[src/rtl/clock_period_meter_pkg.sv]
`default_nettype none
// +------------------------------------------------------------------+
// | Module   : clock_period_meter_pkg                                |
// | Brief    : Shared FSM state encoding and default counter width   |
// |            for the clock period meter.                           |
// | Revision : 1.0 - initial release                                 |
// +------------------------------------------------------------------+
package clock_period_meter_pkg;

  // Default width of the high/low duration counters.
  localparam int c_CNT_W_DEFAULT = 16;

  // Measurement FSM states.
  typedef enum logic [1:0] {
    IDLE      = 2'd0,
    WAIT_RISE = 2'd1,
    MEAS_HIGH = 2'd2,
    MEAS_LOW  = 2'd3
  } state_t;

endpackage
`default_nettype wire

[src/rtl/sync_edge_detect.sv]
`default_nettype none
// +------------------------------------------------------------------+
// | Module   : sync_edge_detect                                      |
// | Brief    : Multi-flop synchronizer for an asynchronous input     |
// |            followed by single-cycle rise and fall pulses.        |
// | Revision : 1.0 - initial release                                 |
// +------------------------------------------------------------------+
module sync_edge_detect
  import clock_period_meter_pkg::*;
#(
  parameter int SYNC_STAGES = 2
) (
  input  logic clk,
  input  logic rst,
  input  logic i_sig,
  output logic o_rise,
  output logic o_fall
);

  logic [SYNC_STAGES-1:0] r_sync;
  logic                   r_sig_d;
  logic                   w_sig_s;

  assign w_sig_s = r_sync[SYNC_STAGES-1];

  // Shift the raw input through the synchronizer and keep one cycle of history.
  always_ff @(posedge clk) begin
    if (rst) begin
      r_sync  <= '0;
      r_sig_d <= 1'b0;
    end else begin
      r_sync  <= {r_sync[SYNC_STAGES-2:0], i_sig};
      r_sig_d <= w_sig_s;
    end
  end

  assign o_rise = w_sig_s & ~r_sig_d;
  assign o_fall = ~w_sig_s & r_sig_d;

endmodule
`default_nettype wire

[src/rtl/clock_period_meter.sv]
`default_nettype none
// +------------------------------------------------------------------+
// | Module   : clock_period_meter                                    |
// | Brief    : Measures high time, low time and period of a slow     |
// |            signal in clock_in cycles; flags out-of-window        |
// |            periods, counter timeouts and lock.                   |
// | Revision : 1.0 - initial release                                 |
// +------------------------------------------------------------------+
module clock_period_meter
  import clock_period_meter_pkg::*;
#(
  parameter int CNT_W       = c_CNT_W_DEFAULT,
  parameter int SYNC_STAGES = 2,
  parameter int EXP_PERIOD  = 4,
  parameter int TOL         = 0,
  parameter int LOCK_COUNT  = 4
) (
  input  logic             clock_in,
  input  logic             reset,
  input  logic             enable,
  input  logic             sig_in,
  output logic [CNT_W-1:0] high_time,
  output logic [CNT_W-1:0] low_time,
  output logic [CNT_W:0]   period,
  output logic             valid,
  output logic             error,
  output logic             timeout,
  output logic             locked
);

  localparam int c_GOOD_W = $clog2(LOCK_COUNT + 1);
  // Lower window bound clamps at zero when the tolerance exceeds the target.
  localparam int c_LO_INT = (EXP_PERIOD > TOL) ? (EXP_PERIOD - TOL) : 0;
  localparam logic [CNT_W:0]        c_LO   = (CNT_W+1)'(c_LO_INT);
  localparam logic [CNT_W:0]        c_HI   = (CNT_W+1)'(EXP_PERIOD + TOL);
  localparam logic [c_GOOD_W-1:0]   c_LOCK = c_GOOD_W'(LOCK_COUNT);
  localparam logic [CNT_W-1:0]      c_ONE  = CNT_W'(1);

  logic w_rise, w_fall;

  state_t              r_state, w_state_n;
  logic [CNT_W-1:0]    r_cnt, w_cnt_n;
  logic [CNT_W-1:0]    r_high, w_high_n;
  logic [c_GOOD_W-1:0] r_good, w_good_n, w_good_inc;
  logic [CNT_W-1:0]    r_high_time, w_high_time_n;
  logic [CNT_W-1:0]    r_low_time, w_low_time_n;
  logic [CNT_W:0]      r_period, w_period_n;
  logic                r_valid, w_valid_n;
  logic                r_error, w_error_n;
  logic                r_timeout, w_timeout_n;
  logic                r_locked, w_locked_n;
  logic [CNT_W:0]      w_period_sum;
  logic                w_in_window;
  logic                w_to;

  sync_edge_detect #(
    .SYNC_STAGES(SYNC_STAGES)
  ) u_sync (
    .clk    (clock_in),
    .rst    (reset),
    .i_sig  (sig_in),
    .o_rise (w_rise),
    .o_fall (w_fall)
  );

  assign w_period_sum = {1'b0, r_high} + {1'b0, r_cnt};
  assign w_in_window  = (w_period_sum >= c_LO) && (w_period_sum <= c_HI);
  assign w_good_inc   = (r_good == c_LOCK) ? r_good : r_good + 1'b1;

  // Next-state, counter and result logic; results hold unless updated.
  always_comb begin
    w_state_n     = r_state;
    w_cnt_n       = r_cnt;
    w_high_n      = r_high;
    w_good_n      = r_good;
    w_locked_n    = r_locked;
    w_high_time_n = r_high_time;
    w_low_time_n  = r_low_time;
    w_period_n    = r_period;
    w_valid_n     = 1'b0;
    w_error_n     = 1'b0;
    w_timeout_n   = 1'b0;
    w_to          = 1'b0;
    if (!enable) begin
      // Disabling abandons the measurement and drops lock; edges are ignored.
      w_state_n  = IDLE;
      w_good_n   = '0;
      w_locked_n = 1'b0;
    end else begin
      case (r_state)
        IDLE: w_state_n = WAIT_RISE;
        WAIT_RISE: begin
          // Only a rising edge starts a measurement, so partial cycles are dropped.
          if (w_rise) begin
            w_cnt_n   = c_ONE;
            w_state_n = MEAS_HIGH;
          end
        end
        MEAS_HIGH: begin
          if (w_fall) begin
            w_high_n  = r_cnt;
            w_cnt_n   = c_ONE;
            w_state_n = MEAS_LOW;
          end else if (&r_cnt) begin
            w_to = 1'b1;
          end else begin
            w_cnt_n = r_cnt + 1'b1;
          end
        end
        MEAS_LOW: begin
          if (w_rise) begin
            w_high_time_n = r_high;
            w_low_time_n  = r_cnt;
            w_period_n    = w_period_sum;
            w_valid_n     = 1'b1;
            w_cnt_n       = c_ONE;
            w_state_n     = MEAS_HIGH;
            if (w_in_window) begin
              w_good_n = w_good_inc;
              if (w_good_inc == c_LOCK) begin
                w_locked_n = 1'b1;
              end
            end else begin
              w_error_n  = 1'b1;
              w_good_n   = '0;
              w_locked_n = 1'b0;
            end
          end else if (&r_cnt) begin
            w_to = 1'b1;
          end else begin
            w_cnt_n = r_cnt + 1'b1;
          end
        end
        default: w_state_n = IDLE;
      endcase
      // A saturated counter means the signal stalled: restart from the next rise.
      if (w_to) begin
        w_timeout_n = 1'b1;
        w_good_n    = '0;
        w_locked_n  = 1'b0;
        w_state_n   = WAIT_RISE;
      end
    end
  end

  // FSM state register.
  always_ff @(posedge clock_in) begin
    if (reset) begin
      r_state <= IDLE;
    end else begin
      r_state <= w_state_n;
    end
  end

  // Counters, lock tracking and registered outputs.
  always_ff @(posedge clock_in) begin
    if (reset) begin
      r_cnt       <= '0;
      r_high      <= '0;
      r_good      <= '0;
      r_high_time <= '0;
      r_low_time  <= '0;
      r_period    <= '0;
      r_valid     <= 1'b0;
      r_error     <= 1'b0;
      r_timeout   <= 1'b0;
      r_locked    <= 1'b0;
    end else begin
      r_cnt       <= w_cnt_n;
      r_high      <= w_high_n;
      r_good      <= w_good_n;
      r_high_time <= w_high_time_n;
      r_low_time  <= w_low_time_n;
      r_period    <= w_period_n;
      r_valid     <= w_valid_n;
      r_error     <= w_error_n;
      r_timeout   <= w_timeout_n;
      r_locked    <= w_locked_n;
    end
  end

  assign high_time = r_high_time;
  assign low_time  = r_low_time;
  assign period    = r_period;
  assign valid     = r_valid;
  assign error     = r_error;
  assign timeout   = r_timeout;
  assign locked    = r_locked;

endmodule
`default_nettype wire

[config.mk]
export PLATFORM = sky130hd
export DESIGN_NAME = clock_period_meter
export DESIGN_NICKNAME = d
export VERILOG_FILES = /design/src/rtl/clock_period_meter_pkg.sv /design/src/rtl/sync_edge_detect.sv /design/src/rtl/clock_period_meter.sv
export SDC_FILE = /design/constraint.sdc
export NUM_CORES = 1
export LEC_CHECK = 0
export ABC_AREA = 1
export BUFFER_PORTS_ARGS = -buffer_cell sky130_fd_sc_hd__buf_4
export CELL_PAD_IN_SITES_DETAIL_PLACEMENT = 0
export CELL_PAD_IN_SITES_GLOBAL_PLACEMENT = 1
export CORE_MARGIN = 1
export CORE_UTILIZATION = 45
export DETAILED_ROUTE_END_ITERATION = 8
export PLACE_DENSITY = 0.89
export SLEW_MARGIN = 20
export SYNTH_ARGS = -nofsm -noshare
export SYNTH_HDL_FRONTEND = slang
export SYNTH_SLANG_ARGS = --single-unit
[constraint.sdc]
create_clock -name clock_in -period 3.4 [get_ports clock_in]
set_input_delay 0.51 -clock clock_in [delete_from_list [all_inputs] [get_ports clock_in]]
set_output_delay 0.51 -clock clock_in [all_outputs]
set_load 0.01 [all_outputs]
-- Yosys cells after proc, flatten, opt, wreduce, memory -nomap -nowiden
Cells that the tools add are included.
- bits in registers: 93
- latch bits: 0
- RAM bits: 0
- ROM bits: 0
- output and inout bits: 53
- logic and storage cells: 74
- memories kept: 0
- add/sub/neg operators: 3
- multiply operators: 0
- div/mod/pow operators: 0
- order comparisons: 2
- equality and inequality tests: 11
- shift operators: 0
- mux-type cells: 21
- bitwise logic cells: 7
- reductions and logical operators: 16
- operators with widths (kind ; count):
    16-bit 2-to-1 mux ; 4
    16-bit one-hot mux with 3 select lines ; 1
    16-bit by 16-bit adder with 17-bit output ; 1
    17-bit by 3-bit >= comparator with 1-bit output (second input constant) ; 1
    17-bit by 3-bit less-or-equal comparator with 1-bit output (second input constant) ; 1
    16-bit by 1-bit adder with 16-bit output (second input constant) ; 1
    16-bit AND reduction ; 1
    3-bit AND reduction ; 4
    1-bit 2-to-1 mux ; 10
    2-bit by 1-bit != test with 1-bit output (second input constant) ; 4
    3-bit == test (second input constant) ; 2
    3-bit 2-to-1 mux ; 2
    2-bit one-hot mux with 3 select lines ; 1
    2-bit AND reduction ; 3
    3-bit OR reduction ; 2
    1-bit inverter ; 5
    2-bit == test (second input constant) ; 2
    2-bit 2-to-1 mux ; 2
    2-bit OR reduction ; 2
    4-bit OR reduction ; 1
    3-bit by 1-bit adder with 3-bit output (second input constant) ; 1
    3-bit by 1-bit != test with 1-bit output (second input constant) ; 1
    3-bit by 2-bit != test with 1-bit output (second input constant) ; 1
    3-bit nonzero test ; 1
    5 further kinds ; 6

-- Longest topological paths before layout
- word-level depth: 7
- depth in mapped cells: 16
- mapped depth without buffers: 16

-- Cells and area by module
Synthesis repeated with hierarchy kept, for this count alone.
- cell total of the unflattened synthesis: 677
- area, all modules: 4719.5 um^2
- by module, submodules not included (module ; times used ; cells each ; area an instance (um^2)):
    clock_period_meter ; 1 ; 665 ; 4625.7
    sync_edge_detect ; 1 ; 12 ; 93.8

-- Worst setup path before layout
No wires, ideal clock.
- path kind: reg-to-reg
- start: reg r_cnt[0]
- end: reg r_good[1]
- setup time: 0.064 ns
- arrival time: 1.962 ns
- data required time: 3.336 ns
- slack: 1.374 ns
- cell stages (with the launch flop): 13
- buffers on the path: 0
- clock period less this slack: 2.026 ns
- cell sequence: dfxtp_1 -> ha_1 -> fa_1 -> or2_2 -> nor2_1 -> nand3_1 -> nor2_1 -> nand3_1 -> nor2_1 -> nand4_1 -> nand2_1 -> nand2_2 -> nor2_1
- RTL lines (item ; RTL line ; source):
    start: declaration ; clock_period_meter.sv:42 ; logic [CNT_W-1:0] r_cnt, w_cnt_n;
    start signal: assignment ; clock_period_meter.sv:169 ; r_cnt <= w_cnt_n;
    16-bit by 16-bit adder with 17-bit output (*) ; clock_period_meter.sv:66 ; assign w_period_sum = {1'b0, r_high} + {1'b0, r_cnt};
    named net w_period_sum[1] ; clock_period_meter.sv:52 ; logic [CNT_W:0] w_period_sum;
    17-bit by 3-bit >= comparator with 1-bit output or 17-bit by 3-bit less-or-equal comparator with 1-bit output (tied branches) ; clock_period_meter.sv:67 ; assign w_in_window = (w_period_sum >= c_LO) && (w_period_sum <= c_HI);
    1-bit logical AND (*) ; clock_period_meter.sv:67 ;
    3-bit 2-to-1 mux (*) ; clock_period_meter.sv:118 ; if (w_in_window) begin
    end signal: assignment ; clock_period_meter.sv:171 ; r_good <= w_good_n;
    end: declaration ; clock_period_meter.sv:44 ; logic [c_GOOD_W-1:0] r_good, w_good_n, w_good_inc;
The timed path passes the listed nets; every way through them passes the cells marked *. The select of a mux whose other input is x is not followed.
A chain may end at the register's enable or synchronous reset.

-- Worst setup path in the final report
- start: reg r_cnt[0]
- end: reg r_good[1]
- cells in the longest elaborated chain, start to end: 6
- RTL lines (item):
    branches (longest 6 deep; another with 16-bit by 16-bit adder with 17-bit output)
Several ways; the timed one is not identified. The select of a mux whose other input is x is not followed.

==> results by stage <==
Timing:
- Headroom to the max-slew limit came out at 0.5900.
- On the final layout, the worst clock skew is 0.01427 ns.
- For this run, the top clock speed supported by timing is between 400 and 500 MHz.
- The count of final setup violators is 0.
- Setup repair after global routing left no endpoint under its margin.
- The count of pins over their slew limit came to 0.
- The number of failing hold endpoints at the final stage was 0.
- The minimum period implied by the final worst setup slack is 2.319 ns.
- In the final timing run, aggregate negative setup slack is 0 ns.
- The transition time at the pin with the least slew margin is approximately 0.61 ns.
- On the final layout, the worst hold slack is 0.3472 ns.
- Of the available clock period, the critical path in the final layout requires 0.6822.

Worst hold path:
- The hold path depth is 3.
- The path with the worst hold slack has its endpoint at u_sync.r_sync[0].
- The tightest min-delay check is of the in2reg type.
- The worst hold path begins at sig_in.

Routing:
- The detailed router finished its first iteration with 177 violations.
- The total wire length after detailed routing is approximately 12000 um.
- The routed wirelength normalized by instance count is 13.84 um.
- The number of antenna-violating nets in the routed design is 0.
- For this run, design rule violations remaining after detail routing come to 0.
- The routed via count divided by cell count is 5.015.
- The routed layout has about 4400 vias.
- The detailed-routing iteration count for the pre-antenna-repair pass is 5.

GRT:
- The residual overflow from global routing is 0.
- The number of antenna violations at the first check in global routing is 0.
- Entering global routing, the biggest net connects 72 pins.
- The first global-routing pass estimated about 20000 um of wire.
- The number of global-route vias before repair came to 4073.
- Across every metal layer, demand over resource in global routing totals 0.2346.

Place:
- The placed wire-length estimate after detailed placement is about 9300 um.
- The number of placed instances, taps included, is 871.
- The count of input and output buffers is 56.
- The congestion estimate from routability-driven global placement came to 0.9027.

Worst setup path:
- The slowest cell on the critical path is fa_1.
- The worst setup path is of the reg2reg kind.
- At the worst endpoint, the required time is between 3 and 4 ns.
- Among the stages of the critical path, the cell type that occurs most often is nand2_1.
- The data arrival at the endpoint of the critical path is 2.61 ns.
- The setup slack of the worst register-to-register path is 1.08 ns.
- The startpoint identified for the worst register-to-register timing path is r_cnt[0].
- The worst register-to-register path ends at r_good[1].
- The element type at the critical path end is a flip-flop.
- The delay of the slowest cell on the worst path is 0.46 ns.
- Along the worst path, the maximum fanout reaches 4.
- Traced cell by cell, the critical path runs through ha_1, fa_1, nand2_1, nand2_1, nand3_1, nand2_1, nand2_1, nand2_1, nor2_1, nand3_1, nor2_1, nand4_1, nand2_1, nand2_2, nor2_1.
- The cell count of the worst reg-to-reg path is 15.
- STA classifies the critical path startpoint as a flip-flop.
- The largest delay contributor family on the critical path is simple AND/OR/NAND/NOR gates.
- The number of buffer and inverter stages on the critical path is 0.

Cells and area:
- The sequential cell area is between 1500 and 2000 um2.
- The area overhead of the layout relative to synthesis is 15.60%.
- 0 antenna diodes ended up in the layout.
- In the final layout, the share of cells above drive strength 1 is 0.1347.
- Once layout is complete, the utilization of the core stands at 0.5341.
- For this run, the number of standard cells in the final layout without fillers is 886.
- For this run, the post-layout net count is 770.
- The filler cells instantiated in the layout total 1061.
- The area of the multi-input gates is 2399 um2.

Synth:
- By area the synthesized netlist is led by dfxtp_1 (39%), nand2_1 (11%), nor2_1 (8.4%).
- The flip-flop cell with the highest count after synthesis is dfxtp_1.
- The share of the synthesized netlist area taken by xor and xnor gates is 0.01107.
- The register bit count reported by yosys is between 90 and 100.
- The Yosys step of the flow raised 0 warnings.
- The share of async-settable or async-resettable flops after synthesis is 0.
- Of the total synthesized cell area, the portion taken by full adders, half adders and majority gates is 0.05428.
- The post-synthesis cell count is 696.
- After synthesis, the mean cell area works out to around 6.8 um2.
- Of all cell types, the one taking the most synthesized area is dfxtp_1.
- The share of the synthesized area in compound gates (AO/OA/AOI/OAI) is 0.1557.
- In this run the cell area of the synthesized design comes to 4748 um2.
- The dominant combinational cell family by area after synthesis is simple AND/OR/NAND/NOR gates.
- After synthesis, the most frequently instantiated cells are nand2_1 (135), nor2_1 (106), inv_1 (101).
- The portion of synthesized area spent on multiplexers is 0.
- The area share of and/or/nand/nor cells after synthesis is 0.2830.
- The share of the synthesized area in the top cell type is 0.3921.
- The netlist uses 38 different library cells.
- The dominant cell by count in the synthesized netlist is nand2_1.
- Synthesis produced a netlist with a net count of 720.
- The sequential fraction of the synthesis area is 0.3921.
- The number of flops mapped to enable cells by yosys is 0.

Floorplanning:
- The floorplan has 37 rows.
- The floorplan die area is 10970 um2.
- The floorplan die width is 104.7 um.
- The number of placed I/O pins is 57.
- For this configuration, the core starts out at a cell density of 0.4620.
- The total area inside the core boundary comes to ~10000 um2.
- The die is 104.7 um tall.

CTS:
- The quantity of hold-fixing buffers added after cts is 0.
- The buffer cell driving the clock tree root is clkbuf_8.
- The maximum clock insertion buffer count is 2.
- The sink count of the clock tree is between 90 and 100.
- The TritonCTS clock tree is built.
- The clock reaches the later pin of the worst-skew pair after 0.36 ns.
- The H-tree level count is 3.
- TritonCTS created 9 clock buffers.
- The setup fix buffers added after clock tree synthesis is 0.
- The clock-pin slew on the worst setup and hold paths is 0.10 ns.
- The post-cts resize count is 0.

Power and ir drop:
- The clock group share of total power is 0.418.
- For this design the static power due to leakage is roughly 2.7 nW.
- Of the total power, combinational logic draws 0.019.
- The switching share of power is 0.2189.
- The share of total power in sequential cells is 0.563.
- The internal power of the cells is 1.517 mW.
- IR analysis of the VDD net gives a maximum drop of 0.2526 mV.
- In this run the power spent charging and discharging nets is around 0.42 mW.
- Dividing total power by cell area gives a power density of roughly 350 nW/um2.

Status:
- The flow ran to the end, and the final reports show no timing, DRC or antenna violations.

Job:
- The tool flagged a number of max-cap violations equal to 0.
[layout by cell type, fill, tap and decap left out, types with 4 or more instances in the layout]
cell,instances
o21ai_0,67
nand4_1,6
nand3_1,38
nor2_2,5
clkbuf_8,9
nand2_1,135
inv_1,101
dfxtp_1,93
nor3_1,10
nor2_1,106
buf_4,60
a21oi_1,46
inv_2,5
nand2_2,4
ha_1,19
o211ai_1,9
[sequential cells by signal, indices dropped and copies added (netlist names), 2 cells and up]
| signal | count |
|---|---|
| period | 17 |
| high_time | 16 |
| low_time | 16 |
| r_cnt | 16 |
| r_high | 16 |
| r_good | 3 |
| r_state | 2 |
| u_sync.r_sync | 2 |
[metal layers]
| layer | track usage | vias up | part of all wire |
|---|---|---|---|
| met4 | 0.07445 | 0 | 0.019 |
| met5 | 0 | - | 0 |
| li1 | - | 2321 | - |
| met2 | 0.3874 | 78 | 0.47 |
| met1 | 0.3120 | 2029 | 0.48 |
| met3 | 0.03930 | 15 | 0.032 |
[tightest hold or removal path, cell delays in order]
cell and delay [ns]:
buf_4 0.08, inv_1 0.03, nor2_1 0.06
[kinds of logic after synthesis]
group / Yosys count
fa+ha+maj: 20
simple gates: 316
xor+xnor: 6
flops: 93
buf+inv: 127
compound gates: 134
[cell type report]
type                            instances  share of cell area
Multi-Input combinational cell        476              0.4370
Sequential cell                        93              0.3392
Timing Repair Buffer                   60             0.08206
Inverter                              106             0.07249
Tap cell                              136             0.03100
Clock buffer                           10             0.02325
Clock inverter                          5             0.01504
[stage by stage]
| step | setup WS [ns] | power (mW) | cell area, um2 |
|---|---|---|---|
| final | 1.081 | 1.942 | 5489 |
| after global routing | 0.8105 | 2.016 | 5489 |
| after CTS | 1.056 | 1.962 | 5489 |
| after detailed placement | 1.059 | 1.156 | 5279 |
| after global placement | 1.126 | 1.155 | 5279 |
| after floorplan | 1.374 | 1.145 | 4748 |
[worst max path at each step]
stage	startpoint	slack (ns)	endpoint	cells after the start
after global routing	r_cnt[0]	0.81	r_good[0]	15
final	r_cnt[0]	1.08	r_good[1]	15
after global placement	r_cnt[0]	1.13	locked	15
after detailed placement	r_cnt[0]	1.06	r_good[1]	12
after floorplan	r_cnt[0]	1.37	r_good[1]	12
after CTS	r_cnt[0]	1.06	r_good[1]	15
[power groups by stage]
stage / logic [mW] / registers [mW] / clock network [mW]
after detailed placement: 0.0369 / 1.12 / 0
after global routing: 0.0407 / 1.09 / 0.881
after floorplan: 0.0263 / 1.12 / 0
after CTS: 0.0370 / 1.09 / 0.832
final: 0.0363 / 1.09 / 0.812
after global placement: 0.0365 / 1.12 / 0
Power figures use the tool's default switching activity.
